## src/rtl/state_reg_bank_pkg.sv

```systemverilog
// Shared operation encoding and default geometry for the multi-lane state register.
package state_reg_bank_pkg;

   typedef enum logic [1:0] {
      OP_HOLD  = 2'd0,
      OP_LOAD  = 2'd1,
      OP_XOR   = 2'd2,
      OP_CLEAR = 2'd3
   } type_reg_op;

   localparam int NB_LANES_C = 5;
   localparam int LANE_W_C   = 64;

   // A commit needs a strobe, a real operation and at least one selected lane.
   function automatic logic is_commit(input logic en, input logic [1:0] op, input logic any_lane);
      return en && (type_reg_op'(op) != OP_HOLD) && any_lane;
   endfunction

endpackage

```

## src/rtl/state_reg_bank_lane_reg.sv

```systemverilog
// One state lane: load, XOR-absorb or clear when selected, with its dirty flag.
module state_reg_bank_lane_reg
   import state_reg_bank_pkg::*;
#(
   parameter int LANE_W = LANE_W_C
) (
   input  logic              clock_i,
   input  logic              reset_i,
   input  logic              we_i,
   input  logic [1:0]        op_i,
   input  logic [LANE_W-1:0] d_i,
   input  logic [LANE_W-1:0] x_i,
   output logic [LANE_W-1:0] q_o,
   output logic              dirty_o
);

   logic [LANE_W-1:0] q_q, q_d;
   logic              dirty_q, dirty_d;

   always_comb begin
      q_d     = q_q;
      dirty_d = dirty_q;
      if (we_i) begin
         unique case (type_reg_op'(op_i))
            OP_LOAD: begin
               q_d     = d_i;
               dirty_d = 1'b1;
            end
            OP_XOR: begin
               q_d     = q_q ^ x_i;
               dirty_d = 1'b1;
            end
            OP_CLEAR: begin
               q_d     = '0;
               dirty_d = 1'b0;
            end
            default: ;
         endcase
      end
   end

   always_ff @(posedge clock_i or posedge reset_i) begin
      if (reset_i) begin
         q_q     <= '0;
         dirty_q <= 1'b0;
      end else begin
         q_q     <= q_d;
         dirty_q <= dirty_d;
      end
   end

   assign q_o     = q_q;
   assign dirty_o = dirty_q;

endmodule

```

## src/rtl/state_reg_bank.sv

```systemverilog
// N-lane state register with per-lane masked ops, saturating update counter and update pulse.
module state_reg_bank
   import state_reg_bank_pkg::*;
#(
   parameter int NB_LANES = NB_LANES_C,
   parameter int LANE_W   = LANE_W_C,
   parameter int CNT_W    = 4
) (
   input  logic                             clock_i,
   input  logic                             reset_i,
   input  logic                             en_i,
   input  logic [1:0]                       op_i,
   input  logic [NB_LANES-1:0]              lane_mask_i,
   input  logic [NB_LANES-1:0][LANE_W-1:0]  d_i,
   input  logic [NB_LANES-1:0][LANE_W-1:0]  x_i,
   input  logic                             cnt_clr_i,
   output logic [NB_LANES-1:0][LANE_W-1:0]  q_o,
   output logic [NB_LANES-1:0]              dirty_o,
   output logic [CNT_W-1:0]                 upd_cnt_o,
   output logic                             upd_o
);

   localparam logic [CNT_W-1:0] CNT_MAX = {CNT_W{1'b1}};

   logic             commit;
   logic [CNT_W-1:0] cnt_q, cnt_d;
   logic             upd_q;

   assign commit = is_commit(en_i, op_i, |lane_mask_i);

   generate
      for (genvar gi = 0; gi < NB_LANES; gi++) begin : g_lane
         state_reg_bank_lane_reg #(.LANE_W(LANE_W)) u_lane (
            .clock_i (clock_i),
            .reset_i (reset_i),
            .we_i    (en_i && lane_mask_i[gi]),
            .op_i    (op_i),
            .d_i     (d_i[gi]),
            .x_i     (x_i[gi]),
            .q_o     (q_o[gi]),
            .dirty_o (dirty_o[gi])
         );
      end
   endgenerate

   // Clear takes priority over a commit in the same cycle.
   always_comb begin
      cnt_d = cnt_q;
      if (cnt_clr_i) begin
         cnt_d = '0;
      end else if (commit && (cnt_q != CNT_MAX)) begin
         cnt_d = cnt_q + 1'b1;
      end
   end

   always_ff @(posedge clock_i or posedge reset_i) begin
      if (reset_i) begin
         cnt_q <= '0;
         upd_q <= 1'b0;
      end else begin
         cnt_q <= cnt_d;
         upd_q <= commit;
      end
   end

   assign upd_cnt_o = cnt_q;
   assign upd_o     = upd_q;

endmodule
```

## config.mk

```make
export PLATFORM = sky130hd
export DESIGN_NAME = state_reg_bank
export DESIGN_NICKNAME = d
export VERILOG_FILES = /design/src/rtl/state_reg_bank_pkg.sv /design/src/rtl/state_reg_bank_lane_reg.sv /design/src/rtl/state_reg_bank.sv
export SDC_FILE = /design/constraint.sdc
export NUM_CORES = 1
export LEC_CHECK = 0
export ABC_AREA = 1
export BUFFER_PORTS_ARGS = -buffer_cell sky130_fd_sc_hd__clkbuf_2
export CAP_MARGIN = 20
export CORE_AREA = 5 5 377 379
export DETAILED_ROUTE_END_ITERATION = 6
export DIE_AREA = 0 0 382 384
export RECOVER_POWER = 25
export SETUP_SLACK_MARGIN = 0.2
export SYNTH_ARGS = -nofsm -noshare
export SYNTH_HDL_FRONTEND = slang
export SYNTH_SLANG_ARGS = --single-unit
```

## constraint.sdc

```tcl
create_clock -name clock_i -period 10.7 [get_ports clock_i]
set_input_delay 0.535 -clock clock_i [delete_from_list [all_inputs] [get_ports clock_i]]
set_output_delay 0.535 -clock clock_i [all_outputs]
set_load 0.02 [all_outputs]
```

==> key figures <==
Run status
  • Status: finished, violations left
  • Failing checks: capacitance limit, slew limit

Synthesis
  • Adder and majority gate portion of the synthesized area: 0.0695%
  • Ys async rst share: 100%
  • Post-synth EDFFs: 0
  • Compound-Gate Fraction of Synth Area: 10.9%
  • Yosys top cell by area: dfrtp_1
  • Main combinational cell family by area after synthesis: simple AND/OR/NAND/NOR gates
  • Syn_nets: 2,922
  • Simple-gate share of the synthesized area: 26.5%
  • Mapped cell area: 18,000 um2
  • Part of the Yosys area used for sequential elements: 45.8%
  • #FFs+latches synth: 330
  • Post-synth top flop: dfrtp_1
  • Post-synthesis cell type count: 21
  • Yosys warns: 0
  • Mux cell area share after synthesis: 0%
  • XOR/XNOR Fraction of Synth Area: 12.5%
  • Syn_area_per_cell: 7.93 um2
  • Synth area leaders: dfrtp_1 46%, nand2_1 18%, xor2_1 12%
  • Post-synth top area share: 45.8%
  • Post-Synthesis Cells: 2,270

STA
  • Period utilisation layout: 33.3%
  • Slew margin rel.: -210%
  • Final setup violation count: 0
  • Tightest Pin Transition: 4.63 ns
  • RSZ-0062 raised after global routing: false
  • Worst clock skew: 0.000841 ns
  • Final WS setup: 7.14 ns
  • Max Slew Vio Count: 220
  • Minimum clock period: 3.56 ns
  • Final setup TNS: 0 ns
  • Fin Hold WS: 0.183 ns
  • Max Fclk: 281 MHz
  • Final Hold Viols: 0

Pwr
  • Peak VDD IR: 0.108 mV
  • Pleak: 12.7 nW
  • Power density cells: 174 nW/um2

GRT
  • GRT met3 Usage: 3.42%
  • Initial antenna violation count: 61
  • Routing usage on met2: 21.1%
  • Vias in the first global route: 18,700
  • Total Routing Usage GR: 12.5%
  • Routing usage on met1: 15.9%
  • Largest net degree at the start of global routing: 137
  • First-pass GRT wire length: 135 mm
  • Grt total ovfl: 0
  • Grt peak-use layer: met2

Floorplanning
  • Initial core utilization: 13.0%
  • Core box area: 139,000 um2
  • Top Ports: 981
  • Row cnt: 137
  • Die Wd: 382 um
  • DIE HEIGHT: 384 um
  • Die area: 147,000 um2

Critical path
  • Crit-path cells: clkbuf_2 > nor2_1 > nor2_4 > clkbuf_1 > buf_4 > nor2_1 > a31oi_1
  • Crit path launch type: primary input
  • Crit. End Element: register
  • Req. time, crit path: 11.19 ns
  • Critical Path Most Common Cell: nor2_1
  • CP startpoint: op_i[0]
  • CP max stage delay: 1.60 ns
  • WS Path Type: primary input to register
  • Crit path max-delay family: buffers and inverters
  • CP bufs+invs: 3
  • Critical path peak fanout: 89
  • RR Startpoint: upd_cnt_o[0]
  • Slowest cell on crit path: clkbuf_1
  • Worst reg2reg path depth: 8
  • Crit path depth: 7
  • Crit path DAT: 4.05 ns

Clock network
  • TritonCTS clock tree: yes
  • Post-CTS Setup Bufs: 0
  • H-tree depth: 2
  • CTS root buffer: clkbuf_16
  • CTS buffer count: 43
  • Hold_buf cts: 0
  • Worst-skew pair later-pin latency: 0.58 ns
  • Clock-pin slew of the registers on the worst-case setup and hold paths: 0.06 ns
  • Post-CTS resize count: 0
  • Clock Sinks: 330
  • Clk buf depth: 3

Placement
  • Dpl hpwl: 78.9 mm
  • IO Port Bufs: 980
  • Global placement routability congestion: 0.890
  • Placement Setup Slack: 7.36 ns
  • Placed insts: 4,922
  • Placed Area: 24,700 um2

Detailed routing
  • Via count: 19,400
  • Drt pass-1 iters: 6
  • Drt total wl: 97.5 mm
  • Antenna-violating nets left: 0
  • Per-cell routed wire length: 19.5 um
  • Vias per cell: 3.88
  • Initial DRC Count: 1,005
  • Drt drc: 0

Cells and area
  • Multi-input logic area: 8980 um2
  • Sequential cell area: 8260 um2
  • Layout cells sized above 1: 33.4%
  • Layout Cells excl Fill: 5,001
  • Area growth syn-to-layout: 44.6%
  • Final Cell Area: 26,000 um2
  • Fin nets: 3,812
  • FILL cells: 15,700

Min path
  • Hold Path Depth: 3
  • Hold path startpoint: d_i[123]
  • Hold Crit Class: primary input to register

Job
  • Max Cap Viol: 5
-- layer usage --
metal  wire [um]  share of wire (%)
met5          72              0.074
met4        2780                2.8
met3        7760                8.0
met2       46300                 47
met1       40700                 42
-- sequential cells by signal (all words and copies together) (netlist names) --
signal and cells:
g_lane.u_lane.dirty_o 5, g_lane.u_lane.q_o 320, upd_cnt_o 4, upd_o 1
-- cell type report --
cell class                      instances  share of cell area [%]
Tap cell                             1807                    8.68
Multi-Input combinational cell       1778                    34.5
Sequential cell                       330                    31.7
Inverter                               10                   0.178
Clock inverter                         14                   0.774
Antenna cell                            6                  0.0577
Timing Repair Buffer                  997                    19.5
Clock buffer                           59                    4.59
-- stage by stage --
step	power, W	utilization (%)
3_3_place_gp	0.00302	17.8
2_1_floorplan	0.00246	-
3_5_place_dp	0.00305	17.8
5_1_grt	0.00479	18.8
4_1_cts	0.00460	18.8
6_report	0.00452	18.8
-- path summary, 6_finish.rpt --
kind / slack, ns / endpoint
min: 0.18 / g_lane[1].u_lane.q_o[59]
min in group asynchronous: 1.34 / g_lane[1].u_lane.q_o[40]
max reg2reg: 9.32 / upd_cnt_o[2]
min reg2reg: 0.49 / g_lane[4].u_lane.q_o[13]
max: 7.14 / g_lane[2].u_lane.q_o[4]
max in group asynchronous: 7.28 / g_lane[2].u_lane.q_o[1]
-- where the power goes --
group	switching [W]	internal, W
Clock	0.000600	0.000896
Sequential	0.000229	0.00147
Combinational	0.000829	0.000492
Total	0.00166	0.00286
-- synthesized netlist by cell type (11+ instances only) --
cell type	n
nand2_1	848
dfrtp_1	330
nor2_1	268
a31oi_1	260
xor2_1	257
buf_2	91
nand3b_1	64
clkbuf_1	39
o21ai_0	38
o21ai_1	26
buf_1	11
buf_4	11
-- layout by cell type, fill, tap and decap left out, types with 6 or more instances in the layout --
| cell type | n |
|---|---|
| inv_1 | 7 |
| dfrtp_1 | 330 |
| nand3b_1 | 64 |
| nor2_1 | 272 |
| clkbuf_2 | 980 |
| a31oi_1 | 260 |
| diode_2 | 6 |
| nand3_1 | 7 |
| clkinv_2 | 7 |
| clkbuf_1 | 11 |
| buf_4 | 12 |
| nand2_1 | 848 |
| o21ai_0 | 38 |
| xor2_1 | 257 |
| clkbuf_8 | 6 |
| o21ai_1 | 26 |
| clkbuf_16 | 43 |
-- cell families after synthesis --
logic type	count (synthesis)
AO/OA/AOI/OAI	325
XOR/XNOR	257
adder cells (fa/ha/maj)	1
flip-flops	330
AND/OR/NAND/NOR	1195
buffers and inverters	162
-- worst min-delay path, delay by kind of cell --
family,cells,cell delay [ns]
AND/OR/NAND/NOR,1,0.05
buffers and inverters,1,0.08
AO/OA/AOI/OAI,1,0.07
Power figures use the tool's default switching activity.
